--- src/rtl/aes_shift_rows_pipe.sv ---
// aes_shift_rows_pipe: pipelined, flow-controlled AES ShiftRows / InvShiftRows.
// The permutation is applied combinationally in front of stage 0. Stages
// 1..DEPTH-1 carry data unchanged. Block_count counts output handshakes.
// Optional feature macro: AES_SHIFT_ROWS_PIPE_BYPASS_EN adds a per-beat Bypass
// input that passes the block through unpermuted.

`ifndef AES_BLOCK_SIZE
`define AES_BLOCK_SIZE 128
`endif

module aes_shift_rows_pipe #(
    parameter int unsigned DEPTH       = 2,
    parameter int unsigned COUNT_WIDTH = 16
) (
    input  logic                       Clk,
    input  logic                       Rst_n,
    input  logic                       In_valid,
    output logic                       In_ready,
    input  logic                       Encrypt,
`ifdef AES_SHIFT_ROWS_PIPE_BYPASS_EN
    input  logic                       Bypass,
`endif
    input  logic [`AES_BLOCK_SIZE-1:0] Input_block,
    output logic                       Out_valid,
    input  logic                       Out_ready,
    output logic [`AES_BLOCK_SIZE-1:0] Output_block,
    output logic [COUNT_WIDTH-1:0]     Block_count,
    output logic                       Busy
);

    localparam int unsigned BW = `AES_BLOCK_SIZE;

    // Elaboration-time guard on the pipeline depth
    if (DEPTH < 1 || DEPTH > 8) begin : g_bad_depth
        $error("aes_shift_rows_pipe: DEPTH must be in 1..8");
    end

    // Byte i sits at row i%4, column i/4. Encrypt rotates row r left by r;
    // decrypt rotates it right by r.
    function automatic logic [BW-1:0] shift_rows(input logic [BW-1:0] blk, input logic enc);
        logic [BW-1:0] res;
        int unsigned   src_col;
        res = '0;
        for (int unsigned c = 0; c < 4; c++) begin
            for (int unsigned r = 0; r < 4; r++) begin
                src_col = enc ? ((c + r) % 4) : ((c + 4 - r) % 4);
                res[8*(r + 4*c) +: 8] = blk[8*(r + 4*src_col) +: 8];
            end
        end
        return res;
    endfunction

    logic [DEPTH-1:0] valid_q;
    logic [DEPTH-1:0] valid_nx;
    logic [DEPTH-1:0] adv;
    logic [BW-1:0]    data_q [DEPTH];
    logic [BW-1:0]    perm_in;

    // Permuted (or bypassed) input block feeding stage 0
`ifdef AES_SHIFT_ROWS_PIPE_BYPASS_EN
    assign perm_in = Bypass ? Input_block : shift_rows(Input_block, Encrypt);
`else
    assign perm_in = shift_rows(Input_block, Encrypt);
`endif

    for (genvar s = 0; s < DEPTH; s++) begin : g_stage
        logic          vin;
        logic [BW-1:0] din;
        logic          v_q;
        logic [BW-1:0] d_q;

        if (s == 0) begin : g_head
            assign vin = In_valid;
            assign din = perm_in;
        end else begin : g_body
            assign vin = valid_q[s-1];
            assign din = data_q[s-1];
        end

        // Stage s may load when it or any later stage is empty, or the tail drains
        assign adv[s] = Out_ready || !(&valid_q[DEPTH-1:s]);

        // Stage register: valid always follows on advance, data only for valid beats
        always_ff @(posedge Clk or negedge Rst_n) begin
            if (!Rst_n) begin
                v_q <= 1'b0;
                d_q <= '0;
            end else if (adv[s]) begin
                v_q <= vin;
                if (vin) begin
                    d_q <= din;
                end
            end
        end

        assign valid_q[s]  = v_q;
        assign data_q[s]   = d_q;
        assign valid_nx[s] = adv[s] ? vin : v_q;
    end

    assign In_ready     = adv[0];
    assign Out_valid    = valid_q[DEPTH-1];
    assign Output_block = data_q[DEPTH-1];

    // Output handshake counter, wraps silently
    always_ff @(posedge Clk or negedge Rst_n) begin
        if (!Rst_n) begin
            Block_count <= '0;
        end else if (Out_valid && Out_ready) begin
            Block_count <= Block_count + COUNT_WIDTH'(1);
        end
    end

    // Busy tracks next-cycle occupancy so it lines up with the stage valids
    always_ff @(posedge Clk or negedge Rst_n) begin
        if (!Rst_n) begin
            Busy <= 1'b0;
        end else begin
            Busy <= |valid_nx;
        end
    end

endmodule

--- config.mk ---
export PLATFORM = sky130hd
export DESIGN_NAME = aes_shift_rows_pipe
export DESIGN_NICKNAME = d
export VERILOG_FILES = /design/src/rtl/aes_shift_rows_pipe.sv
export SDC_FILE = /design/constraint.sdc
export NUM_CORES = 1
export LEC_CHECK = 0
export CAP_MARGIN = 20
export CORE_MARGIN = 2
export CORE_UTILIZATION = 49
export CTS_CLUSTER_DIAMETER = 30
export DETAILED_ROUTE_END_ITERATION = 16
export GPL_ROUTABILITY_DRIVEN = 0
export PLACE_DENSITY = 0.83
export SLEW_MARGIN = 30
export SYNTH_ARGS = -nofsm -noshare
export SYNTH_HDL_FRONTEND = slang
export SYNTH_SLANG_ARGS = --single-unit
--- constraint.sdc ---
create_clock -name Clk -period 2.02 [get_ports Clk]
set_input_delay 0.404 -clock Clk [delete_from_list [all_inputs] [get_ports Clk]]
set_output_delay 0.404 -clock Clk [all_outputs]
set_load 0.02 [all_outputs]
After elaboration in Yosys (flattened, before gate mapping). Index checks and enable logic that the tools add are counted.

Bits of input ports: 133. Register bits: 275.

Shift operators: 8. Reduce and logical (&&, ||, !) cells: 9. Mux-type cells: 6. $add $sub $neg: 9.

Operators with widths (number): $shiftx A128 B9 Y8 (5); $shiftx A128 B33 Y8 (3); $add A1 B29 Y29 const A (1); $add A2 B29 Y29 const A (1); $add A16 B1 Y16 const B (1); $add A1 B4 Y5 const A (3); $add A2 B4 Y5 const A (3); $mux W2 (4); $reduce_and A2 Y1 (3); $logic_not A1 Y1 (2); $logic_or A1 B1 Y1 (2); $mux W1 (2); $reduce_or A2 Y1 (1); $logic_and A1 B1 Y1 (1).

Longest topological paths before layout.
Depth after elaboration: 5. Gate-level depth with buffers: 6. Depth with buffers taken out: 5.

Worst setup path after synthesis. Ideal clock, no wire load.

Kind: reg-to-reg. From: register g_stage[1].v_q, in the netlist Out_valid. To: register g_stage[0].d_q[86]. Setup slack: 272 ps. Library setup time: 125 ps. Cell stages (with the launch flop): 6. Arrival time: 1623 ps. Path buffers: 2. Cell sequence: dfrtp_1 nand3b_1 and2_4 buf_8 buf_8 mux2_4.

Word-level cells in the longest chain between the ends: 4.

Ends and longest elaborated chain: start, declared (RTL line 69) `logic v_q;`; start signal, assigned (RTL line 89) `v_q <= vin;`; $reduce_and A2 Y1 (RTL line 81) `assign adv[s] = Out_ready || !(&valid_q[DEPTH-1:s]);`; $logic_not A1 Y1 (RTL line 81); $logic_or A1 B1 Y1 (RTL line 81); via In_ready (RTL line 18) `output logic In_ready,`; $reduce_and A2 Y1 (no source line); end signal, assigned (RTL line 91) `d_q <= din;`; end, declared (RTL line 70) `logic [BW-1:0] d_q;`.

The timed path passes the listed nets, and every way through them passes these cells. A chain may end at the register's enable or synchronous reset.

Worst setup path in the final report.
From: register g_stage[1].d_q[43], in the netlist Output_block[43]. To: output Output_block[43].

RTL lines: start, declared (RTL line 70); start signal, assigned (RTL line 91); end, declared (RTL line 26) `` output logic [`AES_BLOCK_SIZE-1:0] Output_block, ``.

No word-level cell between the ends.

==> impl_metrics.json <==
{
  "status": "finished, final reports clean",
  "synthMostInstantiatedCell": "dfrtp_1",
  "slowest_delay_ns": 0.65,
  "synth_edf_count": 0,
  "yosysUniqueCellTypes": 27,
  "synth-seq-cells": 275,
  "die-area_um2": 23860,
  "fillers": 1427,
  "path_class": "flop to primary output",
  "start_util_pct": 49.45,
  "path_clk_slew_ns": 0.06,
  "setup_viol": 0,
  "hp-class": "primary input to async pin",
  "critPathCaptureType": "primary output",
  "tightest_slew_ns": 0.4017,
  "clock-sinks": 275,
  "ant_nets": 0,
  "finalInstanceArea_um2": 16390,
  "synth-seq-area-share_pct": 62.03,
  "area_growth_pct": 47.77,
  "finalWorstSetupSlack_ns": 0.03892,
  "die_h_um": 154.5,
  "cp_cell_sequence": "clkdlybuf4s50_1",
  "fp-row-count": 55,
  "drv_cap": 0,
  "grt_usage_pct": 22.50,
  "slew-limit-headroom_pct": 73.22,
  "final_layout_size_suffix_gt1_share_pct": 30.00,
  "switching_share_pct": 27.50,
  "grt_pass1_wl_um": 42910,
  "wl_per_cell_um": 18.56,
  "fin_crit_sh_pct": 98.07,
  "cpLargestDelayFamily": "buffers and inverters",
  "peakVddDrop_mv": 0.8317,
  "synth_nets": 885,
  "cp.required_ns": 1.62,
  "finClkSkew_ns": 0.01913,
  "comb_power_share_pct": 22.8,
  "p_int_uw": 15420,
  "grt_max_degree": 61,
  "place_ws_ns": -0.05742,
  "yosys-top-cells-count": "dfrtp_1 (275), mux2_2 (147), nor2_1 (69)",
  "cp_data_arrival_time_ns": 1.58,
  "final_nets": 1222,
  "clk_latency_ns": 0.54,
  "yosysWarnings": 0,
  "clockRootBuffer": "clkbuf_16",
  "power_density_nw_per_um2": 1297,
  "pin_count": 280,
  "dpl-instance-area_um2": 14470,
  "via_count": 7243,
  "gr-total-overflow": 0,
  "synth_area_leaders": "dfrtp_1 (62%), mux2_2 (15%), mux2_4 (6.2%)",
  "die_w_um": 154.5,
  "netSwitchingPower_uw": 5848,
  "cts_tree": "done",
  "wirelength_um": 26280,
  "syn_inst": 751,
  "cts_buffers": 54,
  "drt_iter0_markers": 236,
  "synth_area_um2": 11090,
  "synthArstFlopShare_pct": 100.0,
  "crit_buf_inv": 1,
  "synthFlopType": "dfrtp_1",
  "start_kind": "flop",
  "dp_hpwl_um": 17560,
  "crit_slowest_cell": "clkdlybuf4s50_1",
  "finalHoldViolCount": 0,
  "cts_buffer_depth": 3,
  "antenna_found_initial": 1,
  "tns_ns": 0,
  "fmax_ghz": 0.5048,
  "coreArea_um2": 22430,
  "syn_avg_cell_area_um2": 14.77,
  "drt_drc_violations_left": 0,
  "yosysTopAreaCell": "dfrtp_1",
  "pwr-share-seq_pct": 34.4,
  "maxSlewViolCount": 0,
  "grt_setup_unrepaired": "false",
  "clockPowerShare_pct": 42.8,
  "viasPerCell": 5.115,
  "fin_crit_ns": 1.981,
  "synth_top_area_share_pct": 62.03,
  "grt_pass1_vias": 8028,
  "cp_max_fo": 2,
  "leakagePower_uw": 0.007181,
  "drtPass1Iterations": 4,
  "numPortBuffers": 279,
  "h-tree-depth": 2
}
[placed cells by master, fill, tap and decap left out, types with 2 or more instances in the layout]
master,n
a21oi_1,64
and3_1,3
buf_12,19
buf_4,25
bufinv_16,8
clkbuf_1,2
clkbuf_16,55
clkbuf_8,4
clkdlybuf4s50_1,267
clkinv_2,9
clkinv_4,3
clkinv_8,2
clkinvlp_4,11
dfrtp_1,275
dlygate4sd2_1,5
dlymetal6s2s_1,5
inv_1,2
inv_6,3
mux2_2,147
mux2_4,46
mux2i_1,64
nand2_1,6
nand2b_1,3
nand3_1,2
nand4_1,4
nor2_1,69
xnor2_1,10
xor2_1,5
[final cells by class]
cell class              instances  area [µm²]  share of cell area (%)
diodes                          1       2.502                 0.01526
clock buffers                  61        1439                   8.777
clock inverters                37       464.2                   2.831
inverters                       2       7.507                 0.04579
multi-input cells             432        3871                   23.61
flip-flops and latches        275        6882                   41.98
well taps                     285       356.6                   2.175
repair buffers                323        3372                   20.57
[metal layers]
layer  GRT usage [%]  wire length, µm  up-vias
met5               0                0        -
met4           8.510              807        0
met3           7.845             2091       63
met2           37.99            13090      248
met1           26.66            10290     3602
li1                -                -     3330
[cell families after synthesis]
family / share of synthesized area, %
xor gates and xnor gates: 1.184
muxes: 26.92
DFF: 62.03
adders and majority gates: 0.1128
buffers and inverters: 3.147
and+or+nand+nor: 3.722
AOI/OAI and AO/OA: 2.887
[state kept, by name, indices dropped and copies added, names as in the netlist]
name / count
Busy: 1
g_stage.d_q: 128
Block_count: 16
Out_valid: 1
g_stage.v_q: 1
Output_block: 128
[worst paths after layout]
| kind | from | end | slack, ns | cells past startpoint |
|---|---|---|---|---|
| worst min register to register | Block_count[15]$_DFFE_PN0P_ | Block_count[15]$_DFFE_PN0P_ | 0.47 | 1 |
| min in group Clk | Input_block[103] | g_stage[0].d_q[103]$_DFFE_PN0P_ | 0.47 | 2 |
| worst min-delay path | Rst_n | Output_block[82]$_DFFE_PN0P_ | 0.35 | 2 |
| worst max register to register | Out_valid$_DFF_PN0_ | g_stage[0].d_q[25]$_DFFE_PN0P_ | 0.36 | 6 |
| max in group asynchronous | Rst_n | Output_block[93]$_DFFE_PN0P_ | 0.98 | 3 |
| worst max-delay path | Output_block[43]$_DFFE_PN0P_ | Output_block[43] | 0.04 | 1 |
[power by group through the flow]
stage | clock (µW) | sequential (µW) | combinational, µW
global placement | 0 | 7300 | 4760
detailed placement | 0 | 7370 | 4850
global route | 9560 | 7460 | 5140
finish | 9110 | 7320 | 4840
CTS | 9240 | 7330 | 4900
floorplan | 0 | 8180 | 1540
[through the flow]
| step | std cells | hold slack (ns) | util (%) | total power, µW |
|---|---|---|---|---|
| finish | 1416 | 0.3500 | 73.08 | 21270 |
| global route | 1416 | 0.3795 | 73.08 | 22160 |
| CTS | 1415 | 0.3685 | 73.01 | 21470 |
| detailed placement | 1316 | 0.3327 | 64.51 | 12220 |
| global placement | 1316 | 0.3318 | 64.51 | 12070 |
| floorplan | 751 | 0.1084 | - | 9719 |
[what timing repair did]
action | 4_1_cts | 5_1_grt
endpoints found under the hold margin | 40 | 0
buffers inserted | 0 | 0
gates resized for setup | 5 | 5
endpoints found under the setup margin | 5 | 5
hold buffers | 1 | 0
cloned | 0 | 0
Note: power is estimated with default switching activity, not from simulation.
